`src/rtl/vga_frame_reader.sv`:
```
// VGA scan-out from frame-buffer RAM port B: timing counters, RAM address, RGB332 -> RGB444, 2^SCALE upscale.
// Optional: define VGA_READER_FRAME_START_EN for a one-clock frame_start pulse when pixel (0,0) is presented.
module vga_frame_reader #(
    parameter int          H_ACTIVE   = 640,
    parameter int          H_FP       = 16,
    parameter int          H_SYNC     = 96,
    parameter int          H_BP       = 48,
    parameter int          V_ACTIVE   = 480,
    parameter int          V_FP       = 10,
    parameter int          V_SYNC     = 2,
    parameter int          V_BP       = 33,
    parameter int          X_BITS     = 8,
    parameter int          Y_BITS     = 7,
    parameter int          SCALE      = 1,
    parameter logic [11:0] BORDER_RGB = 12'h000
) (
    input  logic                     clk,
    input  logic                     reset,
    input  logic                     pix_en,
    output logic [X_BITS+Y_BITS-1:0] addr_b,
    input  logic [7:0]               dout_b,
    output logic                     hsync,
    output logic                     vsync,
    output logic                     video_on,
    output logic [11:0]              rgb,
    output logic                     frame_start
);
    localparam int H_TOTAL = H_ACTIVE + H_FP + H_SYNC + H_BP;
    localparam int V_TOTAL = V_ACTIVE + V_FP + V_SYNC + V_BP;
    localparam int XS      = X_BITS + SCALE;
    localparam int YS      = Y_BITS + SCALE;
    // Counters are kept wide enough for both the timing range and the image slice.
    localparam int HW      = ($clog2(H_TOTAL) > XS) ? $clog2(H_TOTAL) : XS + 1;
    localparam int VW      = ($clog2(V_TOTAL) > YS) ? $clog2(V_TOTAL) : YS + 1;
    localparam logic [HW-1:0] H_LAST = HW'(H_TOTAL - 1);
    localparam logic [VW-1:0] V_LAST = VW'(V_TOTAL - 1);

    logic [HW-1:0] h_cnt;
    logic [VW-1:0] v_cnt;
    logic          active, in_img, hs_win, vs_win;
    logic [11:0]   rgb_exp;

    always_ff @(posedge clk or posedge reset) begin
        if (reset) begin
            h_cnt <= '0;
            v_cnt <= '0;
        end else if (pix_en) begin
            if (h_cnt == H_LAST) begin
                h_cnt <= '0;
                v_cnt <= (v_cnt == V_LAST) ? '0 : v_cnt + 1'b1;
            end else begin
                h_cnt <= h_cnt + 1'b1;
            end
        end
    end

    assign active  = (int'(h_cnt) < H_ACTIVE) && (int'(v_cnt) < V_ACTIVE);
    assign in_img  = ((h_cnt >> XS) == '0) && ((v_cnt >> YS) == '0);
    assign hs_win  = (int'(h_cnt) >= H_ACTIVE + H_FP) && (int'(h_cnt) < H_ACTIVE + H_FP + H_SYNC);
    assign vs_win  = (int'(v_cnt) >= V_ACTIVE + V_FP) && (int'(v_cnt) < V_ACTIVE + V_FP + V_SYNC);

    // Address runs through blanking too so the RAM read is always one clock ahead of the next tick.
    assign addr_b  = {v_cnt[YS-1:SCALE], h_cnt[XS-1:SCALE]};
    assign rgb_exp = {dout_b[7:5], dout_b[7], dout_b[4:2], dout_b[4], dout_b[1:0], dout_b[1:0]};

    always_ff @(posedge clk or posedge reset) begin
        if (reset) begin
            hsync    <= 1'b1;
            vsync    <= 1'b1;
            video_on <= 1'b0;
            rgb      <= 12'h000;
        end else if (pix_en) begin
            hsync    <= ~hs_win;
            vsync    <= ~vs_win;
            video_on <= active;
            rgb      <= !active ? 12'h000 : (in_img ? rgb_exp : BORDER_RGB);
        end
    end

`ifdef VGA_READER_FRAME_START_EN
    always_ff @(posedge clk or posedge reset) begin
        if (reset) frame_start <= 1'b0;
        else       frame_start <= pix_en && (h_cnt == '0) && (v_cnt == '0);
    end
`else
    assign frame_start = 1'b0;
`endif

endmodule

```
`config.mk`:
```
export PLATFORM = sky130hd
export DESIGN_NAME = vga_frame_reader
export DESIGN_NICKNAME = d
export VERILOG_FILES = /design/src/rtl/vga_frame_reader.sv
export SDC_FILE = /design/constraint.sdc
export NUM_CORES = 1
export LEC_CHECK = 0
export ABC_CLOCK_PERIOD_IN_PS = 2430
export CORE_MARGIN = 5
export CORE_UTILIZATION = 55
export DETAILED_ROUTE_END_ITERATION = 6
export DONT_BUFFER_PORTS = 1
export PLACE_DENSITY = 0.74
export REMOVE_ABC_BUFFERS = 1
export SYNTH_ARGS = -nofsm -noshare
export SYNTH_HDL_FRONTEND = slang
export SYNTH_SLANG_ARGS = --single-unit
```
`constraint.sdc`:
```
create_clock -name clk -period 2.43 [get_ports clk]
set_input_delay 0.243 -clock clk [delete_from_list [all_inputs] [get_ports clk]]
set_output_delay 0.243 -clock clk [all_outputs]
set_load 0.03 [all_outputs]
```
==> results by group, run 1 <==
Worst setup path
  – Critical R2R Launch: h_cnt[7]
  – Sort of element at the start of the critical path: flop
  – Critical path required time: around 2.7 ns
  – Endpoint class of the critical path: flop
  – Worst setup slack for register-to-register paths: roughly 0.28 ns
  – R2r worst-path depth: 4
  – Arr. time, crit path: roughly 2.4 ns
  – Endpoint of the worst-slack reg-to-reg timing path: v_cnt[9]
  – Critical path origin: h_cnt[7]
  – Peak fanout along the critical path: 6
  – End of the critical path: v_cnt[9]
  – Classification of the worst setup path: flop to flop

Run
  – Count of maximum capacitance violations: 0

Place
  – Cell Count Post-Placement: roughly 190
  – Post-DP HPWL: 2305 µm
  – Global placer's final weighted congestion: approximately 0.89
  – # port buffers: 0

STA
  – Final setup vio count: 0
  – Layout Skew: roughly 0.013 ns
  – Transition time of the tightest slew-check pin: approximately 0.59 ns
  – Final hold violations: 0
  – Maximum operating frequency: 465.2 MHz
  – Setup TNS: 0 ns
  – Max Slew Vio Count: 0
  – Final worst hold slack: 0.01257 ns
  – Setup repair after global routing missed its margin: false
  – Shortest period the worst path allows: ~2.1 ns
  – Headroom to the max-slew limit: 0.6029
  – Crit share post-route: 0.8846

Routing
  – Count of nets left with antenna violations after detail routing: 0
  – Total via count after detailed routing: 1174
  – Detailed Routing Iterations Pass 1: 4
  – Routed wire per std cell: about 16 µm
  – Final routed wirelength across all metal layers: between 3000 and 4000 µm
  – DRC marker count from the first detailed-route iteration: 46
  – Detailed-route DRC error count: 0
  – Per-cell via count in the routed design: 5.755

Worst hold path
  – Worst min-delay path category: input pin to flop
  – Worst Hold Path Cells: 1

Cells and area
  – Final Non-Filler Cells: 204
  – Share of final-layout standard cells stronger than drive strength 1: 0.1329
  – Most common cell after layout, fill and taps aside: sky130_fd_sc_hd__dfrtp_1
  – Diode count: 0
  – Net total in the final layout: around 190
  – Commonest cells after routing, fill and taps aside: sky130_fd_sc_hd__dfrtp_1 (29), sky130_fd_sc_hd__inv_1 (15), sky130_fd_sc_hd__nand2_1 (15)
  – Area growth from synthesis to layout: 3.308%

Pwr
  – Peak VDD IR: 484.6 µV
  – Leakage power summed over all cells: between 0.8 and 0.9 nW
  – Total power density per cell area: roughly 760 nW/µm²

CTS
  – Deepest clock path buffer count: 2
  – Clock Latency Late Sink: roughly 0.33 ns
  – CTS-repair resized insts: 0
  – CTS root buffer: sky130_fd_sc_hd__clkbuf_4
  – Total number of H-tree levels: 2
  – Clock sink count: 31
  – Clock-pin transition on the worst setup and hold timing paths: roughly 0.10 ns
  – Clock tree from TritonCTS: done
  – Number of post-CTS setup repair buffers: 0
  – Number of CTS-inserted buffers: 5

Yosys
  – Fraction of the yosys area taken by sequential cells: 0.4785
  – Total of flip-flops plus latches after synthesis: 31
  – Number of cells produced by synthesis: 174
  – Average size of a mapped cell: roughly 9.3 µm²
  – Cell variety after synth: 33
  – Number of synthesis warnings: 0
  – Post-synth design cell area: between 1500 and 2000 µm²

Floorplanning
  – Number of rows in the core area: 19
  – Die Height: approximately 64 µm
  – Area of the die: between 4000 and 5000 µm²
  – Core area: roughly 2800 µm²
  – Effective utilization at floorplan: 0.5798
  – I/O pins: 42
  – Horizontal extent of the die: 64.38 µm

Global route
  – GRT Resource Usage Total: 0.1679
  – First-pass GRT wire length: around 5300 µm
  – GRT overflow: 0
  – Largest net degree at the start of global routing: 32
  – Number of antenna violations at the first check in global routing: 0
  – Vias in the first global route: 1161

Status
  – Outcome: finished clean
[worst min-delay path by stage]
stage / from / endpoint / slack [ns]
floorplan: pix_en / hsync / 0.29
global placement: reset / rgb[8] / 0.23
detailed placement: reset / rgb[10] / 0.23
CTS: pix_en / h_cnt[0] / 0.002
global route: dout_b[3] / rgb[6] / 0.007
finish: pix_en / rgb[2] / 0.01
[cell type report]
| cell class | instances | area (µm²) |
|---|---|---|
| Clock buffer | 7 | 55.05 |
| Sequential cell | 31 | 778.2 |
| Inverter | 15 | 56.30 |
| Tap cell | 31 | 38.79 |
| Fill cell | 232 | 1125 |
| Timing Repair Buffer | 16 | 127.6 |
| Clock inverter | 1 | 5.005 |
| Multi-Input combinational cell | 103 | 619.3 |
[metal layers]
metal / track usage / wire length (µm) / up-vias
li1: - / - / 566
met2: 0.2706 / 1560 / 46
met3: 0.06480 / 300 / 10
met1: 0.1915 / 1283 / 552
met4: 0.09235 / 90 / 0
met5: 0 / 0 / -
[flip-flops by register name, summed over array words and instances (netlist names)]
signal / cells
h_cnt: 10
v_cnt: 10
rgb: 8
hsync: 1
video_on: 1
vsync: 1
[Yosys cell counts]
library cell,count,area [µm²]
sky130_fd_sc_hd__buf_4,20,150.1
sky130_fd_sc_hd__or3_1,2,12.51
sky130_fd_sc_hd__nor4_1,4,25.02
sky130_fd_sc_hd__a21o_1,1,7.510
sky130_fd_sc_hd__clkbuf_1,2,7.510
sky130_fd_sc_hd__nor3_1,5,25.02
sky130_fd_sc_hd__nand4_1,3,18.77
sky130_fd_sc_hd__or4_1,2,15.01
sky130_fd_sc_hd__o21ai_0,14,70.07
sky130_fd_sc_hd__dfrtp_1,29,725.7
sky130_fd_sc_hd__buf_2,2,10.01
sky130_fd_sc_hd__nand4b_1,1,8.760
sky130_fd_sc_hd__nor4b_1,1,8.760
sky130_fd_sc_hd__xnor2_1,9,78.83
sky130_fd_sc_hd__nor2_1,11,41.29
sky130_fd_sc_hd__conb_1,1,3.750
sky130_fd_sc_hd__o22ai_1,1,6.260
sky130_fd_sc_hd__o31ai_1,1,7.510
sky130_fd_sc_hd__inv_1,15,56.30
sky130_fd_sc_hd__or4b_2,1,10.01
sky130_fd_sc_hd__and3_1,3,18.77
sky130_fd_sc_hd__dfstp_2,2,52.55
sky130_fd_sc_hd__nand3_1,11,55.05
sky130_fd_sc_hd__xor2_1,4,35.03
sky130_fd_sc_hd__nand3b_1,1,7.510
sky130_fd_sc_hd__ha_1,4,50.05
sky130_fd_sc_hd__clkbuf_2,1,5.000
sky130_fd_sc_hd__and4_1,2,17.52
sky130_fd_sc_hd__a21oi_1,3,15.01
sky130_fd_sc_hd__o21bai_1,1,7.510
sky130_fd_sc_hd__or4b_1,1,10.01
sky130_fd_sc_hd__nor3b_1,1,7.510
sky130_fd_sc_hd__nand2_1,15,56.30
[logic make-up (layout without fill, tap and decap cells)]
| group | count (synthesis) | in the layout | share of synthesized area |
|---|---|---|---|
| other | 1 | 1 | 0.002305 |
| AND/OR/NAND/NOR | 64 | 64 | 0.2077 |
| adder cells (fa/ha/maj) | 4 | 4 | 0.03077 |
| buffers and inverters | 40 | 39 | 0.1408 |
| AO/OA/AOI/OAI | 21 | 21 | 0.07001 |
| flip-flops | 31 | 31 | 0.4785 |
| XOR/XNOR | 13 | 13 | 0.07000 |
[what timing repair did]
item	in CTS	in global routing
hold endpoints to repair	35	3
setup endpoints to repair	0	0
hold buffers	2	1
[worst max-delay path: stages, from the launching register on]
cell and delay [ns]:
sky130_fd_sc_hd__dfrtp_1 0.38, sky130_fd_sc_hd__or4b_1 0.53, sky130_fd_sc_hd__or3_1 0.47, sky130_fd_sc_hd__or4_1 0.54, sky130_fd_sc_hd__a21oi_1 0.16
[per-stage QoR]
stage               setup slack, ns  area, µm²    util  total power [mW]
floorplan                   0.08523       1454       -            0.8560
global placement             0.3633       1590  0.5669            0.9547
detailed placement           0.3069       1590  0.5669            0.9675
CTS                          0.2857       1670  0.5955             1.282
global route                 0.1923       1680  0.5990             1.338
finish                       0.2805       1680  0.5990             1.269
[power breakdown]
part	total [mW]	switching, mW	internal [mW]
Combinational	0.316	0.209	0.107
Clock	0.310	0.170	0.140
Sequential	0.644	0.0732	0.570
(Power assumes the default switching activity.)
==> run 2: changes to the inputs <==
==> constraint.sdc (replaced) <==
create_clock -name clk -period 2.43 [get_ports clk]
set_input_delay 0 -clock clk [delete_from_list [all_inputs] [get_ports clk]]
set_output_delay 0 -clock clk [all_outputs]
set_load 0.03 [all_outputs]
==> run 2 against run 1 <==
  * Clock power up 39%
  * Clock-buffer cell count shrank 1
  * First-iteration DRC count grew 46%
  * Combinational power is 5% higher
  * Sequential share of layout area is 2.5 points lower
  * Final cell count increased by 3.4%
==> results by group, run 2 (synthesis results as in run 1) <==
Routing
  – Final routed wirelength across all metal layers: roughly 3500 µm
  – Detailed-route DRC error count: 0
  – Per-cell via count in the routed design: 5.739
  – DRC marker count from the first detailed-route iteration: 67
  – Count of nets left with antenna violations after detail routing: 0
  – Routed wire per std cell: about 16 µm
  – Detailed Routing Iterations Pass 1: 4
  – Total via count after detailed routing: around 1200

Cells and area
  – Number of inserted filler cells in the final layout: about 230
  – Most common cell after layout, fill and taps aside: sky130_fd_sc_hd__dfrtp_1
  – Design area: between 1500 and 2000 µm²
  – Commonest cells after routing, fill and taps aside: sky130_fd_sc_hd__dfrtp_1 (29), sky130_fd_sc_hd__inv_1 (15), sky130_fd_sc_hd__nand2_1 (15)
  – Diode count: 0
  – Final Non-Filler Cells: around 210
  – Registers with the most flip-flops: h_cnt x10, v_cnt x10, rgb x8
  – Net total in the final layout: around 190
  – Utilization after layout: 0.6334
  – Area growth from synthesis to layout: 9.231%
  – Share of final-layout standard cells stronger than drive strength 1: 0.1333

CTS
  – Deepest clock path buffer count: 2
  – Clock tree from TritonCTS: done
  – Number of post-CTS setup repair buffers: 0
  – Total number of H-tree levels: 2
  – CTS-repair resized insts: 0
  – Clock sink count: 31
  – Number of CTS-inserted buffers: 5
  – Clock-pin transition on the worst setup and hold timing paths: roughly 0.11 ns
  – CTS root buffer: sky130_fd_sc_hd__clkbuf_4
  – Hold buffer count at cts: 10
  – Clock Latency Late Sink: between 0.3 and 0.4 ns

Floorplanning
  – Area of the die: 4145 µm²
  – I/O pins: 42
  – Horizontal extent of the die: ~64 µm
  – Die Height: approximately 64 µm
  – Core area: around 2800 µm²
  – Effective utilization at floorplan: 0.5798
  – Number of rows in the core area: 19

Worst setup path
  – Endpoint class of the critical path: flop
  – Sort of element at the start of the critical path: flop
  – Classification of the worst setup path: flop to flop
  – Arr. time, crit path: about 2.4 ns
  – Peak fanout along the critical path: 6
  – R2r worst-path depth: 5
  – Critical path required time: 2.65 ns

Global route
  – Vias in the first global route: between 1000 and 1500
  – GRT overflow: 0
  – Largest net degree at the start of global routing: 23
  – Number of antenna violations at the first check in global routing: 0
  – First-pass GRT wire length: roughly 5800 µm
  – GRT Resource Usage Total: 0.1867

STA
  – Final worst hold slack: approximately 0.064 ns
  – Layout Skew: between 0.01 and 0.015 ns
  – Maximum operating frequency: 456.9 MHz
  – Final worst slack: between 0.2 and 0.25 ns
  – Setup TNS: 0 ns
  – Shortest period the worst path allows: 2.188 ns
  – Final setup vio count: 0
  – Transition time of the tightest slew-check pin: about 0.79 ns
  – Headroom to the max-slew limit: 0.4717
  – Final hold violations: 0
  – Setup repair after global routing missed its margin: false
  – Crit share post-route: 0.9006
  – Max Slew Vio Count: 0

Status
  – Outcome: finished clean

Run
  – Count of maximum capacitance violations: 0

Place
  – Post-DP HPWL: around 2300 µm
  – Cell Count Post-Placement: 193
  – DP Area: about 1600 µm²
  – Post-Place Setup Slack: between 0.2 and 0.3 ns
  – # port buffers: 0
  – Global placer's final weighted congestion: roughly 0.9

Pwr
  – Overall power after layout: between 1 and 1.5 mW
  – Leakage power summed over all cells: between 0.8 and 0.9 nW
  – Peak VDD IR: between 500 and 600 µV
  – Total power density per cell area: 792.3 nW/µm²

Worst hold path
  – Worst Hold Path Cells: 3
  – Worst min-delay path category: input pin to flop
-- run 2: cell type report --
| type | count | area, µm² | share of cell area |
|---|---|---|---|
| multi-input cells | 103 | 619.3 | 0.3486 |
| repair buffers | 23 | 197.7 | 0.1113 |
| clock inverters | 2 | 35.03 | 0.01972 |
| inverters | 15 | 56.30 | 0.03169 |
| flip-flops and latches | 31 | 778.2 | 0.4380 |
| well taps | 31 | 38.79 | 0.02183 |
| clock buffers | 6 | 51.30 | 0.02887 |
-- run 2: final timing paths --
check,from,endpoint,slack [ns]
max in group asynchronous,reset,hsync,1.45
worst max register to register,h_cnt[6],v_cnt[6],0.24
worst max-delay path,h_cnt[6],v_cnt[6],0.24
min in group asynchronous,reset,v_cnt[2],0.25
worst min register to register,v_cnt[8],v_cnt[8],0.57
worst min-delay path,pix_en,h_cnt[3],0.06
-- run 2: critical path, stage by stage, from the launching register on --
cell and delay, ns:
sky130_fd_sc_hd__dfrtp_1 0.39, sky130_fd_sc_hd__or4b_1 0.52, sky130_fd_sc_hd__buf_4 0.17, sky130_fd_sc_hd__nor4_1 0.62
sky130_fd_sc_hd__nand3_1 0.19, sky130_fd_sc_hd__xnor2_1 0.16
-- run 2: power by group --
| part | internal [mW] | leakage, nW | total [mW] | switching, mW |
|---|---|---|---|---|
| combinational | 0.114 | 0.417 | 0.332 | 0.218 |
| sequential | 0.571 | 0.388 | 0.646 | 0.0754 |
| clock | 0.243 | 0.0482 | 0.430 | 0.187 |
-- run 2: layer usage --
layer  GRT usage  vias to the layer above  routed length [µm]
met4      0.1003                        0                  89
met3     0.08757                       10                 319
met2      0.3003                       50                1694
met5           0                        -                   0
met1      0.2046                      576                1359
li1            -                      575                   -
